--- config.mk ---
export PLATFORM = sky130hd
export DESIGN_NAME = regdump
export DESIGN_NICKNAME = d
export VERILOG_FILES = /design/src/rtl/regdump.sv
export SDC_FILE = /design/constraint.sdc
export NUM_CORES = 1
export LEC_CHECK = 0
export CAP_MARGIN = 5
export CORE_MARGIN = 5
export CORE_UTILIZATION = 42
export DETAILED_ROUTE_END_ITERATION = 10
export PLACE_DENSITY = 0.82
export SETUP_SLACK_MARGIN = 0.02
export SYNTH_ARGS = -nofsm -noshare
export SYNTH_HDL_FRONTEND = slang
export SYNTH_SLANG_ARGS = --single-unit
export TNS_END_PERCENT = 5
--- constraint.sdc ---
create_clock -name clk -period 4.4 [get_ports clk]
set_clock_uncertainty 0.2 [all_clocks]
set_input_delay 1.1 -clock clk [delete_from_list [all_inputs] [get_ports clk]]
set_output_delay 1.1 -clock clk [all_outputs]
set_load 0.05 [all_outputs]
--- src/rtl/regdump.sv ---
// regdump: debug readout engine on the spare register-file read port; streams
//   registers first..last (wrapping modulo NREG) as valid/ready beats.
// Ports: clk/rst_n; start/first/last/abort control; ra/rdata read port;
//   out_valid/out_ready/out_idx/out_data beat stream; busy/done status; csum.
// Latency: 2 cycles from accepted start to first valid; one beat per 2 cycles peak.
// Backpressure: a beat is held stable in SEND until out_ready; no read is issued meanwhile.
// Optional feature: define REGDUMP_CSUM_EN to build the XOR checksum of emitted
//   beats; otherwise csum is tied to 0.
module regdump #(
  parameter int NREG = 32,
  parameter int DW   = 32,
  localparam int IW  = $clog2(NREG)
) (
  input  logic          clk,
  input  logic          rst_n,
  input  logic          start,
  input  logic [IW-1:0] first,
  input  logic [IW-1:0] last,
  input  logic          abort,
  output logic [IW-1:0] ra,
  input  logic [DW-1:0] rdata,
  output logic          busy,
  output logic          out_valid,
  input  logic          out_ready,
  output logic [IW-1:0] out_idx,
  output logic [DW-1:0] out_data,
  output logic          done,
  output logic [DW-1:0] csum
);

  typedef enum logic [1:0] {
    IDLE = 2'd0,
    READ = 2'd1,
    SEND = 2'd2
  } state_e;

  state_e        state_q, state_d;
  logic [IW-1:0] ptr_q, ptr_d;
  logic [IW-1:0] end_q, end_d;
  logic [IW-1:0] idx_q, idx_d;
  logic [DW-1:0] data_q, data_d;
  logic          done_q, done_d;
  logic [IW-1:0] ptr_inc;

  // Explicit wrap so a non-power-of-two NREG still cycles through 0..NREG-1.
  assign ptr_inc = (ptr_q == IW'(NREG - 1)) ? '0 : ptr_q + 1'b1;

  always_comb begin
    state_d = state_q;
    ptr_d   = ptr_q;
    end_d   = end_q;
    idx_d   = idx_q;
    data_d  = data_q;
    done_d  = 1'b0;
    case (state_q)
      IDLE: begin
        if (start) begin
          ptr_d   = first;
          end_d   = last;
          state_d = READ;
        end
      end
      READ: begin
        if (abort) begin
          state_d = IDLE;
        end else begin
          // rdata is combinational on ra (== ptr_q); capture it at this edge.
          idx_d   = ptr_q;
          data_d  = rdata;
          state_d = SEND;
        end
      end
      SEND: begin
        // abort takes priority over a completing handshake: no done pulse.
        if (abort) begin
          state_d = IDLE;
        end else if (out_ready) begin
          if (ptr_q == end_q) begin
            state_d = IDLE;
            done_d  = 1'b1;
          end else begin
            ptr_d   = ptr_inc;
            state_d = READ;
          end
        end
      end
      default: state_d = IDLE;
    endcase
  end

  always_ff @(posedge clk or negedge rst_n) begin
    if (!rst_n) begin
      state_q <= IDLE;
      ptr_q   <= '0;
      end_q   <= '0;
      idx_q   <= '0;
      data_q  <= '0;
      done_q  <= 1'b0;
    end else begin
      state_q <= state_d;
      ptr_q   <= ptr_d;
      end_q   <= end_d;
      idx_q   <= idx_d;
      data_q  <= data_d;
      done_q  <= done_d;
    end
  end

  assign ra        = ptr_q;
  assign busy      = (state_q != IDLE);
  assign out_valid = (state_q == SEND);
  assign out_idx   = idx_q;
  assign out_data  = data_q;
  assign done      = done_q;

`ifdef REGDUMP_CSUM_EN
  logic [DW-1:0] csum_q, csum_d;
  logic          start_acc;
  logic          beat_acc;

  assign start_acc = (state_q == IDLE) && start;
  // Aborted handshakes do not contribute to the checksum.
  assign beat_acc  = (state_q == SEND) && out_ready && !abort;

  always_comb begin
    csum_d = csum_q;
    if (start_acc) begin
      csum_d = '0;
    end else if (beat_acc) begin
      csum_d = csum_q ^ data_q;
    end
  end

  always_ff @(posedge clk or negedge rst_n) begin
    if (!rst_n) begin
      csum_q <= '0;
    end else begin
      csum_q <= csum_d;
    end
  end

  assign csum = csum_q;
`else
  assign csum = '0;
`endif

endmodule

==> results.md <==
- Crit path DAT: 1.75 ns
- Dominant cell type by area after synthesis: dfrtp_1
- Worst-path cell chain: or2_2 > clkdlybuf4s50_1
- Vias after detailed routing: 1,532
- Max-Cap Viols: 0
- Area of the core: 5410 um2
- Synthesized flop and latch total: 50
- Clock Pin Slew Worst Setup and Hold Paths: 0.09 ns
- Comb pwr share: 58.4%
- Post-route DRC violation count: 0
- HP Start: out_data[24]
- Placed cell areas: 3170 um2
- GR Util All Layers: 13.4%
- Run status: completed
- Post-Route WL: 4800 um
- Async S/R FF share, synth: 100%
- Vias in the first global route: 1,588
- CTS H-tree lvls: 2
- Final hold vios: 0
- First-pass GRT wire length: 7530 um
- Worst reg2reg endpoint: out_data[29]
- Row count: 27
- Detailed placement HPWL: 3680 um
- Worst path slowest cell: clkdlybuf4s50_1
- Delay of the slowest critical-path stage: 0.71 ns
- Die ar.: 7070 um2
- Peak Freq: 327 MHz
- Worst Path Required: 3.10 ns
- Clk pwr share: 11.6%
- Most common cell after layout, fill and taps aside: clkdlybuf4s50_1
- Worst-margin pin slew: 1.08 ns
- GRT Residual Overflow: 0
- Number of routed nets with antenna violations: 0
- Hold_ws: 0.290 ns
- Post-Syn Area per Cell: 13.1 um2
- Power Dens Cells: 836 nW/um2
- DR vias/cell: 4.47
- Worst hold path type: reg -> reg
- Fraction of layout cells with a size suffix above 1: 21.4%
- Share of the synthesized area in the top cell type: 54.3%
- Final TNS setup: 0 ns
- Drt wl/cell: 14.0 um
- Initial drt markers: 37
- Ranking of synthesized cells by area: dfrtp_1, mux2_2, buf_4
- Sequential share of power: 30.0%
- Final Critical Period: 3.05 ns
- CP Max Fanout: 5
- I/O pin total: 124
- Port Buffer Count: 91
- Clock buffer depth: 2
- Post-synth EDFFs: 0
- Final instance area: 3280 um2
- Slew HR: 27.7%
- Net Switching: 1310 uW
- Starting Density: 42.6%
- Num CTS Buffers: 5
- Switching share of total power: 47.7%
- Seq/Total Area, Yosys: 54.3%
- Final period utilization: 69.4%
- Clock latency on the worst-skew pair: 0.30 ns
- Die H: 84.1 um
- Largest net degree at the start of global routing: 51
- WHS Path Cells: 1
- Kind of end point of the critical path: output port
- Number of diodes: 0
- Post-Synthesis Cells: 176
- Total setup buffers inserted after CTS: 0
- Ys flop type: dfrtp_1
- Commonest cells after routing, fill and taps aside: clkdlybuf4s50_1, dfrtp_1, mux2_2
- R2R cell count: 3
- Area Overhead vs Synth: 42.2%
- TritonRoute pass-1 iters: 4
- CP startpoint kind: flip-flop
- Synth Cell Area: 2300 um2
- Root Driver: clkbuf_8
- Leakage power: 0.00141 uW
- Reg-to-reg startpoint: state_q[1]
- Peak supply drop: 0.427 mV
- CTS Hold Bufs: 0
- # resized after CTS: 0
- Initial antenna violation count: 0
- Unrepaired setup endpoints after global routing: no
- CTS Sinks: 50
- YS warnings: 0
- Crit Path Class: reg -> out
- Unique masters post-synth: 29
- R2R Setup Slk: 2.24 ns
- Final Max Tran Viols: 0
- P_int: 1430 uW
- Final Setup Violations: 0
- Nets: 319
- CTS tree: yes
- Routability Congestion: 0.784
- Die Wd: 84.1 um
- Endpoint, Worst Hold: out_data[24]
==> sequential cells by signal (all words and copies together) (netlist names) <==
| register | flops |
|---|---|
| end_q | 5 |
| state_q | 2 |
| ra | 5 |
| out_idx | 5 |
| done | 1 |
| out_data | 32 |
==> stage by stage <==
stage | power (uW) | cells | setup slack (ns) | utilization (%)
2_1_floorplan | 1920 | 207 | 2.08 | -
3_3_place_gp | 2420 | 335 | 1.22 | 58.6
3_5_place_dp | 2450 | 335 | 1.19 | 58.6
4_1_cts | 2770 | 343 | 1.33 | 60.6
5_1_grt | 2880 | 343 | 1.27 | 60.6
6_report | 2740 | 343 | 1.35 | 60.6
==> critical path, delay by kind of cell, from the launching register on <==
family | cells | cell delay [ns]
flops | 1 | 0.42
simple gates | 1 | 0.33
buf+inv | 1 | 0.71
==> routing by layer <==
| layer | vias up | GRT usage, % | routed length, um |
|---|---|---|---|
| met3 | 6 | 6.71 | 532 |
| met1 | 740 | 15.4 | 1820 |
| met4 | 0 | 3.95 | 50 |
| li1 | 719 | - | - |
| met2 | 67 | 21.9 | 2390 |
| met5 | - | 0 | 0 |
==> synthesized netlist by cell type (2+ instances only) <==
library cell   n
dfrtp_1       50
mux2_2        41
buf_4         32
nand2_1        5
buf_2          4
inv_1          4
o21ai_0        4
nand2b_1       3
nor2_1         3
xor2_1         3
ha_1           2
mux2i_1        2
nand3_1        2
nand3b_1       2
nor2_2         2
nor2b_1        2
o311ai_0       2
xnor2_1        2
==> power by group through the flow <==
stage / Combinational [uW] / Sequential, uW / Clock [uW]
2_1_floorplan: 420 / 1500 / 0
3_3_place_gp: 1590 / 823 / 0
3_5_place_dp: 1610 / 835 / 0
4_1_cts: 1620 / 825 / 330
5_1_grt: 1670 / 855 / 354
6_report: 1600 / 821 / 318
==> worst max-delay path by stage <==
stage | start | endpoint | slack (ns) | cells past startpoint
4_1_cts | state_q[1] | busy | 1.33 | 2
3_5_place_dp | abort | out_data[26] | 1.19 | 3
5_1_grt | state_q[1] | busy | 1.27 | 2
2_1_floorplan | abort | ra[0] | 2.08 | 3
3_3_place_gp | abort | out_data[31] | 1.22 | 3
6_report | state_q[1] | busy | 1.35 | 2
==> cell families (layout without fill, tap and decap cells) <==
logic type	count (synthesis)	in the layout	share of synthesized area (%)
AO/OA/AOI/OAI	9	9	2.61
XOR/XNOR	5	5	1.90
adder cells (fa/ha/maj)	2	2	1.09
buffers and inverters	40	104	11.9
flip-flops	50	50	54.3
multiplexers	45	45	22.0
other	1	32	0.163
AND/OR/NAND/NOR	24	24	5.97
==> cell type report <==
class / count / area, um2
Tap cell: 72 / 90.1
Sequential cell: 50 / 1250
Fill cell: 456 / 2130
Timing Repair Buffer: 92 / 913
Multi-Input combinational cell: 117 / 900
Clock inverter: 3 / 40.0
Inverter: 4 / 15.0
Clock buffer: 5 / 68.8
No activity file was read; power rests on OpenSTA's default activity.
